**config.mk**
```make
export PLATFORM = sky130hd
export DESIGN_NAME = instr_fetch_unit
export DESIGN_NICKNAME = d
export VERILOG_FILES = /design/src/rtl/troy_fetch_pkg.sv /design/src/rtl/fetch_buffer.sv /design/src/rtl/instr_fetch_unit.sv
export SDC_FILE = /design/constraint.sdc
export NUM_CORES = 1
export LEC_CHECK = 0
export CORE_MARGIN = 2
export CORE_UTILIZATION = 45
export CTS_BUF_LIST = sky130_fd_sc_hd__clkbuf_8
export DETAILED_ROUTE_END_ITERATION = 10
export PLACE_DENSITY = 0.77
export SKIP_LAST_GASP = 1
export SYNTH_ARGS = -nofsm -noshare
export SYNTH_HDL_FRONTEND = slang
export SYNTH_HIERARCHICAL = 1
export SYNTH_SLANG_ARGS = --single-unit
export TNS_END_PERCENT = 50
```
**constraint.sdc**
```tcl
create_clock -name clk -period 8.7 [get_ports clk]
set_input_delay 1.305 -clock clk [delete_from_list [all_inputs] [get_ports clk]]
set_output_delay 1.305 -clock clk [all_outputs]
set_load 0.02 [all_outputs]
```
**src/rtl/troy_fetch_pkg.sv**
```systemverilog
// Shared types and defaults for the instruction fetch unit and its buffer.
package troy_fetch_pkg;

  localparam int ADDR_W = 32;
  localparam int INST_W = 32;

  localparam logic [ADDR_W-1:0] DEFAULT_RESET_PC = 32'd0;
  localparam logic [ADDR_W-1:0] DEFAULT_PC_STEP  = 32'd4;

  // S_FETCH: normal operation. S_DROP: one response is still owed by memory
  // for a request that a redirect made obsolete; it is swallowed on arrival.
  typedef enum logic {
    S_FETCH = 1'b0,
    S_DROP  = 1'b1
  } fetch_state_t;

  // One buffered instruction together with the address it was fetched from.
  typedef struct packed {
    logic [ADDR_W-1:0] pc;
    logic [INST_W-1:0] inst;
  } fetch_entry_t;

  // Width of an occupancy counter able to hold 0..depth.
  function automatic int cnt_width(input int depth);
    return $clog2(depth + 1);
  endfunction

endpackage

```
**src/rtl/fetch_buffer.sv**
```systemverilog
// Small FIFO of fetched {pc, inst} entries sitting between memory and decode.
// Flush empties it in one cycle; reset additionally clears the storage so the
// head reads as zero.
module fetch_buffer
  import troy_fetch_pkg::*;
#(
  parameter int DEPTH = 2
) (
  input  logic                         clk,
  input  logic                         rst,
  input  logic                         push,
  input  fetch_entry_t                 entry_in,
  input  logic                         pop,
  input  logic                         flush,
  output logic [cnt_width(DEPTH)-1:0]  count,
  output fetch_entry_t                 head
);

  localparam int PTR_W = (DEPTH > 1) ? $clog2(DEPTH) : 1;
  localparam int CNT_W = cnt_width(DEPTH);
  localparam logic [CNT_W-1:0] FULL = CNT_W'(DEPTH);
  localparam logic [PTR_W-1:0] LAST = PTR_W'(DEPTH - 1);

  fetch_entry_t     mem [DEPTH];
  logic [PTR_W-1:0] wr_ptr;
  logic [PTR_W-1:0] rd_ptr;
  logic             push_ok;
  logic             pop_ok;

  // A push into a full buffer is only legal when the head leaves the same cycle.
  assign push_ok = push && ((count != FULL) || pop);
  assign pop_ok  = pop && (count != '0);
  assign head    = mem[rd_ptr];

  function automatic logic [PTR_W-1:0] next_ptr(input logic [PTR_W-1:0] p);
    return (p == LAST) ? '0 : p + 1'b1;
  endfunction

  // Pointer, occupancy and storage update.
  // NOTE: sequential state uses non-blocking (<=) so every register samples
  // pre-edge values; blocking here would create order-dependent races.
  always_ff @(posedge clk) begin
    if (rst) begin
      wr_ptr <= '0;
      rd_ptr <= '0;
      count  <= '0;
      // NOTE: storage is cleared only on reset (tiny buffer, and the head must
      // read zero afterwards); flush just rewinds the pointers.
      for (int i = 0; i < DEPTH; i++) mem[i] <= '0;
    end else if (flush) begin
      wr_ptr <= '0;
      rd_ptr <= '0;
      count  <= '0;
    end else begin
      if (push_ok) begin
        mem[wr_ptr] <= entry_in;
        wr_ptr      <= next_ptr(wr_ptr);
      end
      if (pop_ok) rd_ptr <= next_ptr(rd_ptr);
      case ({push_ok, pop_ok})
        2'b10:   count <= count + 1'b1;
        2'b01:   count <= count - 1'b1;
        default: ;
      endcase
    end
  end

endmodule

```
**src/rtl/instr_fetch_unit.sv**
```systemverilog
// Instruction fetch front end: issues sequential fetches to instruction
// memory, buffers the returned words for decode, and restarts on redirects,
// discarding a response that is still in flight when the redirect arrives.
module instr_fetch_unit
  import troy_fetch_pkg::*;
#(
  parameter logic [ADDR_W-1:0] RESET_PC  = DEFAULT_RESET_PC,
  parameter logic [ADDR_W-1:0] PC_STEP   = DEFAULT_PC_STEP,
  parameter int                BUF_DEPTH = 2
) (
  input  logic              clk,
  input  logic              rst,
  input  logic              redirect,
  input  logic [ADDR_W-1:0] redirect_pc,
  output logic              imem_req,
  output logic [ADDR_W-1:0] imem_addr,
  input  logic              imem_ack,
  input  logic [INST_W-1:0] imem_rdata,
  output logic              inst_valid,
  input  logic              inst_ready,
  output logic [INST_W-1:0] inst,
  output logic [ADDR_W-1:0] inst_pc
);

  localparam int CNT_W = cnt_width(BUF_DEPTH);
  localparam logic [CNT_W-1:0] FULL = CNT_W'(BUF_DEPTH);

  fetch_state_t      state_q, state_d;
  logic [ADDR_W-1:0] fetch_pc_q, fetch_pc_d;
  // Redirect target parked while the obsolete request drains in S_DROP.
  logic [ADDR_W-1:0] pending_pc_q, pending_pc_d;

  logic              buf_push;
  logic              buf_pop;
  logic              buf_flush;
  logic [CNT_W-1:0]  buf_count;
  fetch_entry_t      buf_head;
  fetch_entry_t      buf_in;

  // The outstanding address is always fetch_pc; it only moves on ack or on a
  // redirect with nothing in flight, which keeps a pending request stable.
  assign imem_addr  = fetch_pc_q;
  assign imem_req   = !rst && ((state_q == S_DROP) || (buf_count < FULL));
  assign inst_valid = !rst && (buf_count != '0);
  assign inst       = buf_head.inst;
  assign inst_pc    = buf_head.pc;
  assign buf_in     = '{pc: fetch_pc_q, inst: imem_rdata};
  // Redirect wins over pop: the flushed head is not consumed.
  assign buf_pop    = inst_valid && inst_ready && !redirect;

  // Next-state, next-pc and buffer control.
  // NOTE: every output of this block gets a default first so no path leaves a
  // variable unassigned, which would otherwise infer a latch.
  always_comb begin
    state_d      = state_q;
    fetch_pc_d   = fetch_pc_q;
    pending_pc_d = pending_pc_q;
    buf_push     = 1'b0;
    buf_flush    = 1'b0;
    case (state_q)
      S_FETCH: begin
        if (redirect) begin
          buf_flush = 1'b1;
          if (imem_req && !imem_ack) begin
            state_d      = S_DROP;
            pending_pc_d = redirect_pc;
          end else begin
            fetch_pc_d = redirect_pc;
          end
        end else if (imem_req && imem_ack) begin
          buf_push   = 1'b1;
          fetch_pc_d = fetch_pc_q + PC_STEP;
        end
      end
      S_DROP: begin
        if (redirect) begin
          buf_flush = 1'b1;
          if (imem_ack) begin
            state_d    = S_FETCH;
            fetch_pc_d = redirect_pc;
          end else begin
            pending_pc_d = redirect_pc;
          end
        end else if (imem_ack) begin
          state_d    = S_FETCH;
          fetch_pc_d = pending_pc_q;
        end
      end
      default: state_d = S_FETCH;
    endcase
  end

  // State and address registers; synchronous reset overrides everything.
  always_ff @(posedge clk) begin
    if (rst) begin
      state_q      <= S_FETCH;
      fetch_pc_q   <= RESET_PC;
      pending_pc_q <= RESET_PC;
    end else begin
      state_q      <= state_d;
      fetch_pc_q   <= fetch_pc_d;
      pending_pc_q <= pending_pc_d;
    end
  end

  fetch_buffer #(
    .DEPTH (BUF_DEPTH)
  ) u_buffer (
    .clk      (clk),
    .rst      (rst),
    .push     (buf_push),
    .entry_in (buf_in),
    .pop      (buf_pop),
    .flush    (buf_flush),
    .count    (buf_count),
    .head     (buf_head)
  );

endmodule

```
==> results of run 1 <==
flip-flops by register name, summed over array words and instances, names as in the netlist, named ones only:
register         flops
imem_addr           32
pending_pc_q        32
state_q              1
u_buffer/count       2
u_buffer/mem       128
u_buffer/rd_ptr      1
u_buffer/wr_ptr      1
power by group:
group | switching [mW] | leakage (nW) | internal, mW
Clock | 0.341 | 0.187 | 0.261
Combinational | 0.120 | 1.95 | 0.103
Sequential | 0.0301 | 1.89 | 1.04
Total | 0.491 | 4.03 | 1.40
final cells by class:
type,instances,share of cell area
tap,270,0.0293
clock buffer,17,0.0203
sequential,198,0.454
multi-input combinational,604,0.330
clock inverter,15,0.0145
inverter,5,0.00163
timing repair buffer,175,0.149
placed cells by master (no fill, tap or decap), drive strengths merged, types with 10 or more instances in the layout:
cell,n
edfxtp,128
a31oi,10
dfxtp,70
and2,133
o21ai,55
clkdlybuf4s50,165
and3,11
nor2,32
nand3,10
buf,10
mux2,65
a21oi,56
inv,10
clkbuf,17
nand2,127
nor4,10
per-layer routing:
metal / global-route usage / vias up / part of all wire
met5: 0 / - / 0
met4: 0.0452 / 0 / 0.0085
met3: 0.0450 / 22 / 0.073
met2: 0.319 / 278 / 0.47
met1: 0.273 / 3266 / 0.44
li1: - / 3347 / -
worst min-delay path: stages (launching register included):
cell and delay, ns:
sky130_fd_sc_hd__dfxtp_1 0.32, sky130_fd_sc_hd__nand2_1 0.05, sky130_fd_sc_hd__a21oi_1 0.05
cell families after synthesis:
group / synth area share
AND/OR/NAND/NOR: 0.209
XOR/XNOR: 0.00279
buffers and inverters: 0.0417
AO/OA/AOI/OAI: 0.103
flip-flops: 0.556
adder cells (fa/ha/maj): 0.00265
multiplexers: 0.0854
per-stage QoR:
stage	instances	instance area (sq um)
detailed placement	1252	11100
floorplan	873	9430
global placement	1252	11100
global route	1284	11500
CTS	1284	11500
finish	1284	11500
worst paths after layout:
kind,from,endpoint,slack [ns],depth (start not counted)
setup / recovery,redirect,u_buffer/mem[0][4],3.56,7
hold / removal,pending_pc_q[29],pending_pc_q[29],0.46,2
setup reg to reg,state_q,u_buffer/mem[0][4],4.87,5
hold reg to reg,pending_pc_q[29],pending_pc_q[29],0.46,2
==> results.md, run 1 <==
- Cell area after technology mapping: 0.00943 sq mm
- Critical Path RT: 8.79 ns
- Pin slew with the least headroom to its limit: 1.10 ns
- Final Hold Slack: 0.458 ns
- Area of the die: 0.0221 sq mm
- CTS sink count: 198
- Main synth FF type: sky130_fd_sc_hd__edfxtp_1
- Average cell area after synthesis: 10.8 sq um
- Portion of the post-synthesis area used by sequential elements: 0.556
- Residual overflow from global routing: 0
- Resize count post-CTS: 0
- Residual DRC: 0
- Synth Net Count: 944
- Maximum ir drop on the vdd rail: 0.0000944 V
- Crit path max-delay cell type: sky130_fd_sc_hd__or2_4
- Final worst path period share: 0.591
- Pins over their slew limit: 0
- Synth top area share: 0.408
- Number of enable-type register cells in the synthesized netlist: 128
- RSZ-0062 raised after global routing: no
- Total core area: 0.0204 sq mm
- Library cell appearing most often on the critical path: sky130_fd_sc_hd__buf_4
- Worst-path clk slew: 0.10 ns
- Worst slew margin relative to its limit: 0.267
- Hold WC Path Type: register to register
- Yosys cell types: 69
- Type of the setup path with the least slack: input port to register
- Combined global-route utilization of all metal layers: 0.197
- Gpl congestion: 0.889
- Buffers plus inverters on the worst setup path: 3
- Setup-failing EPs final: 0
- Series of cell instances along the critical path: clkdlybuf4s50_1 > buf_4 > or2_1 > nor4b_1 > nor4b_4 > buf_4 > or2_4
- Growth of design area from synthesis to finish: 22.4%
- # H-tree levels: 4
- TritonCTS clock tree: built
- Biggest area consumer among synthesized cells: sky130_fd_sc_hd__edfxtp_1
- Layout fillers: 1794
- Clock network latency to the later pin of the worst-skew pair: 0.47 ns
- Final-stage net count: 1072
- Via count of the first global-routing pass: 6443
- Number of flip-flops and latches in the synthesized netlist: 198
- Final Power: 1.89 mW
- Minimum setup slack in the final design: 3.56 ns
- Hold Fails Final Rpt: 0
- Worst slack at placement: 3.14 ns
- Worst-path fanout max: 66
- Crit path capture type: register
- Number of rows created at floorplan: 52
- Peak Freq: 195 MHz
- Post-synthesis async set-or-reset flop share: 0
- Power per standard cell area: 164 mW/mm^2
- Data arrival at the endpoint of the critical path: 5.23 ns
- Final design utilization: 0.565
- Ant diodes: 0
- Pin count of the biggest net entering global routing: 77
- I/O pins: 167
- Minimum clock period: 5.14 ns
- Crit path launch type: input port
- Initial Util: 0.462
- Average vias per placed instance: 5.38
- Count of hold-fix buffers inserted at cts: 0
- Die extent in y: 149 um
- Top area cells in the synthesized netlist: sky130_fd_sc_hd__edfxtp_1 41%, sky130_fd_sc_hd__dfxtp_1 15%, sky130_fd_sc_hd__and2_1 8.8%
- Clock skew: 0.0130 ns
- Area taken by flip-flops and latches: 0.00525 sq mm
- LEAKAGE: 4.03 nW
- Number of instances in the synthesized netlist: 873
- Number of search-and-repair iterations in the first detailed-routing pass: 5
- Count of routing violations after the opening detailed-route iteration: 561
- Fraction of layout cells with a size suffix above 1: 0.125
- Area taken by multi-input logic gates: 0.00381 sq mm
- Routed Antenna Nets: 0
- Number of antenna violations at the first check in global routing: 0
- Sum Neg Setup Slack: 0 ns
- Run status: finished clean
- Vias post-DR: 6913
- Wire length of the first global-routing pass: 34.1 mm
- Dominant cell by count in the synthesized netlist: sky130_fd_sc_hd__and2_1
- Final WL: 22.1 mm
- Count of synthesis-stage warnings from yosys: 6
- Clk buf depth: 2
- Total setup buffers inserted after CTS: 0
- Drt wl/cell: 17.2 um
- # port buffers: 166
- Total CTS buffers: 17
- Horizontal die dimension: 149 um
- Placed wire-length estimate: 14.0 mm
- Max-capacitance violation count: 0
- Clock Tree Root: sky130_fd_sc_hd__clkbuf_8
- Family with the most delay on the worst path: simple AND/OR/NAND/NOR gates
- Peak per-stage delay on the critical path: 0.82 ns
- Commonest cells post-synth: 132 x sky130_fd_sc_hd__and2_1, 128 x sky130_fd_sc_hd__edfxtp_1, 126 x sky130_fd_sc_hd__nand2_1
No activity file was read; power rests on OpenSTA's default activity.
==> inputs of run 2 (changes only) <==
--- a/config.mk
+++ b/config.mk
@@ -9,7 +9,7 @@
 export CORE_UTILIZATION = 45
 export CTS_BUF_LIST = sky130_fd_sc_hd__clkbuf_8
 export DETAILED_ROUTE_END_ITERATION = 10
-export PLACE_DENSITY = 0.77
+export PLACE_DENSITY = 0.8
 export SKIP_LAST_GASP = 1
 export SYNTH_ARGS = -nofsm -noshare
 export SYNTH_HDL_FRONTEND = slang
==> constraint.sdc (replaced) <==
create_clock -name clk -period 4.3 [get_ports clk]
set_input_delay 0.645 -clock clk [delete_from_list [all_inputs] [get_ports clk]]
set_output_delay 0.645 -clock clk [all_outputs]
set_load 0.02 [all_outputs]
==> run 2 against run 1 <==
- via count rose by 1.8%
- clock power rose by 96%
- combinational power rose by 100%
- cell count rose by 0.23%
- clock-buffer cell count did not move
- routed wire length rose by 1.3%
- critical endpoint is now inst_pc[15]
- largest cell class unchanged
- largest power group unchanged
- highest routed layer unchanged
==> results.md, run 2 (same netlist as run 1, synthesis figures left out) <==
- Final non-filler cell area: 0.0115 sq mm (about the same)
- Gpl congestion: 0.850 (-4.5%)
- Run status: finished clean
- Growth of design area from synthesis to finish: 22.4% (about the same)
- FF-to-FF path depth: 4 (-1)
- Setup-failing EPs final: 0 (unchanged)
- Crit path capture type: primary output
- Wire length of the first global-routing pass: 34.7 mm (+1.8%)
- Maximum ir drop on the vdd rail: 0.000180 V (+90%)
- Count of non-filler cells in the finished layout: 1287 (+0.23%)
- Area of the die: 0.0221 sq mm (unchanged)
- Max reg flops: 128 (unchanged)
- Combined global-route utilization of all metal layers: 0.200 (+0.00279)
- Final WL: 22.4 mm (+1.3%)
- Total CTS buffers: 17 (unchanged)
- Leading cell type in the layout, fill and taps excluded: sky130_fd_sc_hd__clkdlybuf4s50_1
- Clock skew: 0.0151 ns (+0.00210 ns)
- Layout fillers: 1756 (-2.1%)
- Count of hold-fix buffers inserted at cts: 0 (unchanged)
- Number of rows created at floorplan: 52 (unchanged)
- Sum Neg Setup Slack: 0 ns (unchanged)
- Standard cell area after detailed placement: 0.0112 sq mm (+0.18%)
- # H-tree levels: 4 (unchanged)
- Ant diodes: 0 (unchanged)
- Average vias per placed instance: 5.47 (+1.5%)
- # port buffers: 166 (unchanged)
- Worst slack at placement: 0.780 ns (-2.36 ns)
- Final-stage net count: 1075 (+0.28%)
- Power per standard cell area: 328 mW/mm^2 (+100%)
- Pin slew with the least headroom to its limit: 0.953 ns (-0.146 ns)
- Fraction of layout cells with a size suffix above 1: 0.126 (+0.000614)
- TritonCTS clock tree: built
- Minimum setup slack in the final design: 1.05 ns (-2.50 ns)
- Vias post-DR: 7036 (+1.8%)
- Clock network latency to the later pin of the worst-skew pair: 0.47 ns (about the same)
- Drt wl/cell: 17.4 um (+1.1%)
- Crit path launch type: register
- Clock Tree Root: sky130_fd_sc_hd__clkbuf_8
- Data arrival at the endpoint of the critical path: 2.60 ns (-2.63 ns)
- Worst slew margin relative to its limit: 0.365 (+0.0974)
- Final design utilization: 0.565 (about the same)
- CTS sink count: 198 (unchanged)
- Largest reg by FF count: u_buffer/mem
- Type of the setup path with the least slack: register to primary output
- Depth of the worst hold-timing path: 2 (unchanged)
- Initial Util: 0.462 (unchanged)
- Hold Fails Final Rpt: 0 (unchanged)
- Total instance count after detailed placement: 1255 (+0.24%)
- Worst-path clk slew: 0.10 ns (about the same)
- Hold WC Path Type: register to register
- Flop-to-flop setup slack: 1.54 ns (-3.33 ns)
- Pin count of the biggest net entering global routing: 66 (-14%)
- Startpoint of the worst-slack reg-to-reg timing path: state_q
- Reg2reg end: u_buffer/mem[0][15]
- Critical Path RT: 3.65 ns (-5.14 ns)
- Final Power: 3.79 mW (+100%)
- Residual overflow from global routing: 0 (unchanged)
- Total setup buffers inserted after CTS: 0 (unchanged)
- Pins over their slew limit: 0 (unchanged)
- LEAKAGE: 4.05 nW (+0.57%)
- Number of antenna violations at the first check in global routing: 0 (unchanged)
- Via count of the first global-routing pass: 6517 (+1.1%)
- Clk buf depth: 2 (unchanged)
- Final Hold Slack: 0.458 ns (-0.000144 ns)
- Max-capacitance violation count: 0 (unchanged)
- Worst min-delay path startpoint: pending_pc_q[28]
- Minimum clock period: 3.25 ns
- Number of search-and-repair iterations in the first detailed-routing pass: 6 (+1)
- Horizontal die dimension: 149 um (unchanged)
- Count of routing violations after the opening detailed-route iteration: 722 (+29%)
- Hold Path Sink: pending_pc_q[28]
- Die extent in y: 149 um (unchanged)
- Peak Freq: 308 MHz
- Routed Antenna Nets: 0 (unchanged)
- Final worst path period share: 0.755
- Total core area: 0.0204 sq mm (unchanged)
- Worst-path fanout max: 56 (-15%)
- Most used cells in the layout excluding fill and tap cells: 165 x sky130_fd_sc_hd__clkdlybuf4s50_1, 132 x sky130_fd_sc_hd__and2_1, 128 x sky130_fd_sc_hd__edfxtp_1, 126 x sky130_fd_sc_hd__nand2_1, 69 x sky130_fd_sc_hd__dfxtp_1
- Resize count post-CTS: 0 (unchanged)
- I/O pins: 167 (unchanged)
- RSZ-0062 raised after global routing: no
- Residual DRC: 0 (unchanged)
- Placed wire-length estimate: 14.5 mm (+3.7%)
[run 2: cell count changes in the layout (fill, tap and decap cells not counted), moves of 2 or more]
cell	previous run	this run
sky130_fd_sc_hd__inv_6	6	4
sky130_fd_sc_hd__buf_4	9	12
sky130_fd_sc_hd__clkinv_2	0	2
sky130_fd_sc_hd__clkinvlp_4	4	2
[run 2: how the worst max path moves through the flow]
| stage | startpoint | to | slack, ns |
|---|---|---|---|
| after global placement | redirect | u_buffer/mem[0][27] | 0.89 |
| after global routing | register | inst_pc[19] | 0.92 |
| after floorplan | redirect | u_buffer/mem[0][0] | 0.80 |
| after CTS | register | inst_pc[15] | 1.0 |
| after detailed placement | redirect | u_buffer/mem[0][27] | 0.78 |
| final | register | inst_pc[15] | 1.05 |
[run 2: layer usage]
layer  track usage  part of all wire  up-vias
met2         0.321              0.48      260
met4        0.0610             0.018        0
met1         0.277              0.44     3373
met3        0.0398             0.064       31
li1              -                 -     3372
met5             0                 0        -
[run 2: cell type report]
cell class | count | area, sq um | area share
clock buffer | 17 | 234 | 0.0203
clock inverter | 15 | 151 | 0.0131
inverter | 5 | 18.8 | 0.00163
multi-input combinational | 604 | 3810 | 0.330
sequential | 198 | 5250 | 0.454
tap | 270 | 338 | 0.0293
timing repair buffer | 178 | 1750 | 0.151
[run 2: worst max-delay path, stage by stage, from the launching register on]
cell                              delay [ns]
sky130_fd_sc_hd__dfxtp_2                0.45
sky130_fd_sc_hd__buf_4                  0.62
sky130_fd_sc_hd__mux2_2                 0.41
sky130_fd_sc_hd__clkdlybuf4s50_1        0.59
[run 2: power breakdown]
group | internal, mW | switching (mW) | leakage [nW]
clock | 0.520 | 0.657 | 0.195
sequential | 2.10 | 0.0608 | 1.89
combinational | 0.209 | 0.244 | 1.96
==> inputs of run 3 (changes only) <==
--- a/config.mk
+++ b/config.mk
@@ -9,7 +9,7 @@
 export CORE_UTILIZATION = 45
 export CTS_BUF_LIST = sky130_fd_sc_hd__clkbuf_8
 export DETAILED_ROUTE_END_ITERATION = 10
-export PLACE_DENSITY = 0.8
+export PLACE_DENSITY = 0.77
 export SKIP_LAST_GASP = 1
 export SYNTH_ARGS = -nofsm -noshare
 export SYNTH_HDL_FRONTEND = slang
==> constraint.sdc (replaced) <==
create_clock -name clk -period 3.1 [get_ports clk]
set_input_delay 0.465 -clock clk [delete_from_list [all_inputs] [get_ports clk]]
set_output_delay 0.465 -clock clk [all_outputs]
set_load 0.02 [all_outputs]
==> run 3 against run 2 <==
- final area rose by 1.1%
- flip-flop and latch count did not move
- cell count rose by 0.62%
- global-route usage barely moved
- clock-buffer cell count did not move
- core utilization rose by 0.60 points
- sequential share of layout area fell by 0.46 points
- highest routed layer unchanged
==> results.md, run 3 (same netlist as run 1, synthesis figures left out) <==
- Clk buf depth: 2 (unchanged)
- Maximum ir drop on the vdd rail: 0.000273 V (+52%)
- Area of the die: 0.0221 sq mm (unchanged)
- Worst-path fanout max: 35 (-38%)
- Minimum clock period: 2.83 ns
- CTS sink count: 198 (unchanged)
- Buffers plus inverters on the worst setup path: 2 (unchanged)
- Leading cell type in the layout, fill and taps excluded: sky130_fd_sc_hd__clkdlybuf4s50_1
- Vias post-DR: 6958 (-1.1%)
- Type of the setup path with the least slack: register to primary output
- LEAKAGE: 4.11 nW (+1.4%)
- Critical Path RT: 2.63 ns (-1.02 ns)
- Max-capacitance violation count: 0 (unchanged)
- Data arrival at the endpoint of the critical path: 2.36 ns (-0.24 ns)
- Number of rows created at floorplan: 52 (unchanged)
- Growth of design area from synthesis to finish: 23.7%
- Residual overflow from global routing: 0 (unchanged)
- Crit path capture type: primary output
- Die extent in y: 149 um (unchanged)
- Placed wire-length estimate: 14.2 mm (-1.9%)
- Final Power: 5.27 mW (+39%)
- Family with the most delay on the worst path: buffers and inverters
- Via count of the first global-routing pass: 6598 (+1.2%)
- Final design utilization: 0.571 (+0.00600)
- Initial Util: 0.462 (unchanged)
- Final worst path period share: 0.912
- Worst slew margin relative to its limit: 0.593 (+0.228)
- Hold WC Path Type: register to register
- Run status: finished clean
- Clock network latency to the later pin of the worst-skew pair: 0.47 ns (about the same)
- Horizontal die dimension: 149 um (unchanged)
- # port buffers: 166 (unchanged)
- Gpl congestion: 0.838 (-1.4%)
- Hold Fails Final Rpt: 0 (unchanged)
- Crit path max-delay cell type: sky130_fd_sc_hd__dfxtp_4
- Max reg flops: 128 (unchanged)
- Total core area: 0.0204 sq mm (unchanged)
- Final WL: 21.9 mm (-2.2%)
- I/O pins: 167 (unchanged)
- Wire length of the first global-routing pass: 34.7 mm (about the same)
- Peak per-stage delay on the critical path: 0.69 ns (+0.07 ns)
- Crit path launch type: register
- Total CTS buffers: 17 (unchanged)
- # H-tree levels: 4 (unchanged)
- Drt wl/cell: 16.9 um (-2.8%)
- Average vias per placed instance: 5.37 (-1.7%)
- Pin slew with the least headroom to its limit: 0.611 ns (-0.342 ns)
- Pins over their slew limit: 0 (unchanged)
- Number of search-and-repair iterations in the first detailed-routing pass: 5 (-1)
- Combined global-route utilization of all metal layers: 0.200 (-0.000383)
- Count of hold-fix buffers inserted at cts: 0 (unchanged)
- Routed Antenna Nets: 0 (unchanged)
- RSZ-0062 raised after global routing: no
- Residual DRC: 0 (unchanged)
- Worst slack at placement: 0.302 ns (-0.479 ns)
- Worst-path clk slew: 0.11 ns (about the same)
- Final Hold Slack: 0.459 ns (+0.00142 ns)
- Total setup buffers inserted after CTS: 0 (unchanged)
- Power per standard cell area: 452 mW/mm^2 (+38%)
- Resize count post-CTS: 0 (unchanged)
- Pin count of the biggest net entering global routing: 66 (unchanged)
- Number of antenna violations at the first check in global routing: 0 (unchanged)
- Minimum setup slack in the final design: 0.272 ns (-0.782 ns)
- Peak Freq: 354 MHz
- Final-stage net count: 1083 (+0.74%)
- Clock skew: 0.0159 ns (+0.000786 ns)
- Clock Tree Root: sky130_fd_sc_hd__clkbuf_8
- TritonCTS clock tree: built
- Count of routing violations after the opening detailed-route iteration: 559 (-23%)
- Most used cells in the layout excluding fill and tap cells: 165 x sky130_fd_sc_hd__clkdlybuf4s50_1, 132 x sky130_fd_sc_hd__and2_1, 128 x sky130_fd_sc_hd__edfxtp_1, 126 x sky130_fd_sc_hd__nand2_1, 69 x sky130_fd_sc_hd__dfxtp_1
- Largest reg by FF count: u_buffer/mem
- Fraction of layout cells with a size suffix above 1: 0.136 (+0.00975)
- Ant diodes: 0 (unchanged)
- Setup-failing EPs final: 0 (unchanged)
- Layout fillers: 1751 (-0.28%)
- Series of cell instances along the critical path: buf_4 > mux2_2 > clkdlybuf4s50_1
run 3: cell count changes in the layout (fill, tap and decap cells not counted), sizes merged:
cell / change
bufinv: -1
clkinv: -3
inv: +3
clkinvlp: +1
buf: +8
run 3: area by class of cell:
| type | instances | area, sq um | share of cell area |
|---|---|---|---|
| Clock buffer | 17 | 234 | 0.0200 |
| Multi-Input combinational cell | 604 | 3810 | 0.327 |
| Sequential cell | 198 | 5250 | 0.450 |
| Tap cell | 270 | 338 | 0.0289 |
| Timing Repair Buffer | 186 | 1860 | 0.159 |
| Inverter | 5 | 18.8 | 0.00161 |
| Clock inverter | 15 | 159 | 0.0136 |
run 3: worst reg2reg max path: cells and delay by family (launching register included):
| family | cells | cell delay [ns] |
|---|---|---|
| flops | 1 | 0.52 |
| simple gates | 6 | 1.11 |
| buf+inv | 1 | 0.52 |
run 3: through the flow:
| step | setup TNS, ns | instance area, sq um | instances |
|---|---|---|---|
| after floorplan | -6.82 | 9430 | 873 |
| after global placement | 0 | 11300 | 1263 |
| after CTS | 0 | 11700 | 1295 |
| after detailed placement | 0 | 11300 | 1263 |
| after global routing | 0 | 11700 | 1295 |
| final | 0 | 11700 | 1295 |
run 3: metal layers:
layer	vias up	part of all wire	track usage
li1	3388	-	-
met1	3305	0.45	0.282
met2	250	0.48	0.323
met3	15	0.063	0.0385
met4	0	0.0086	0.0410
met5	-	0	0
run 3: worst paths after layout:
path | startpoint | end | slack (ns) | depth (start not counted)
setup / recovery | register | inst[9] | 0.27 | 3
hold / removal | pending_pc_q[15] | pending_pc_q[15] | 0.46 | 2
setup reg to reg | u_buffer/count[1] | u_buffer/mem[0][38] | 0.84 | 7
hold reg to reg | pending_pc_q[15] | pending_pc_q[15] | 0.46 | 2
run 3: power by group:
| part | internal (mW) | switching, mW | total [mW] |
|---|---|---|---|
| Clock | 0.673 | 0.973 | 1.65 |
| Sequential | 2.90 | 0.0798 | 2.98 |
| Combinational | 0.303 | 0.340 | 0.642 |
| Total | 3.88 | 1.39 | 5.27 |
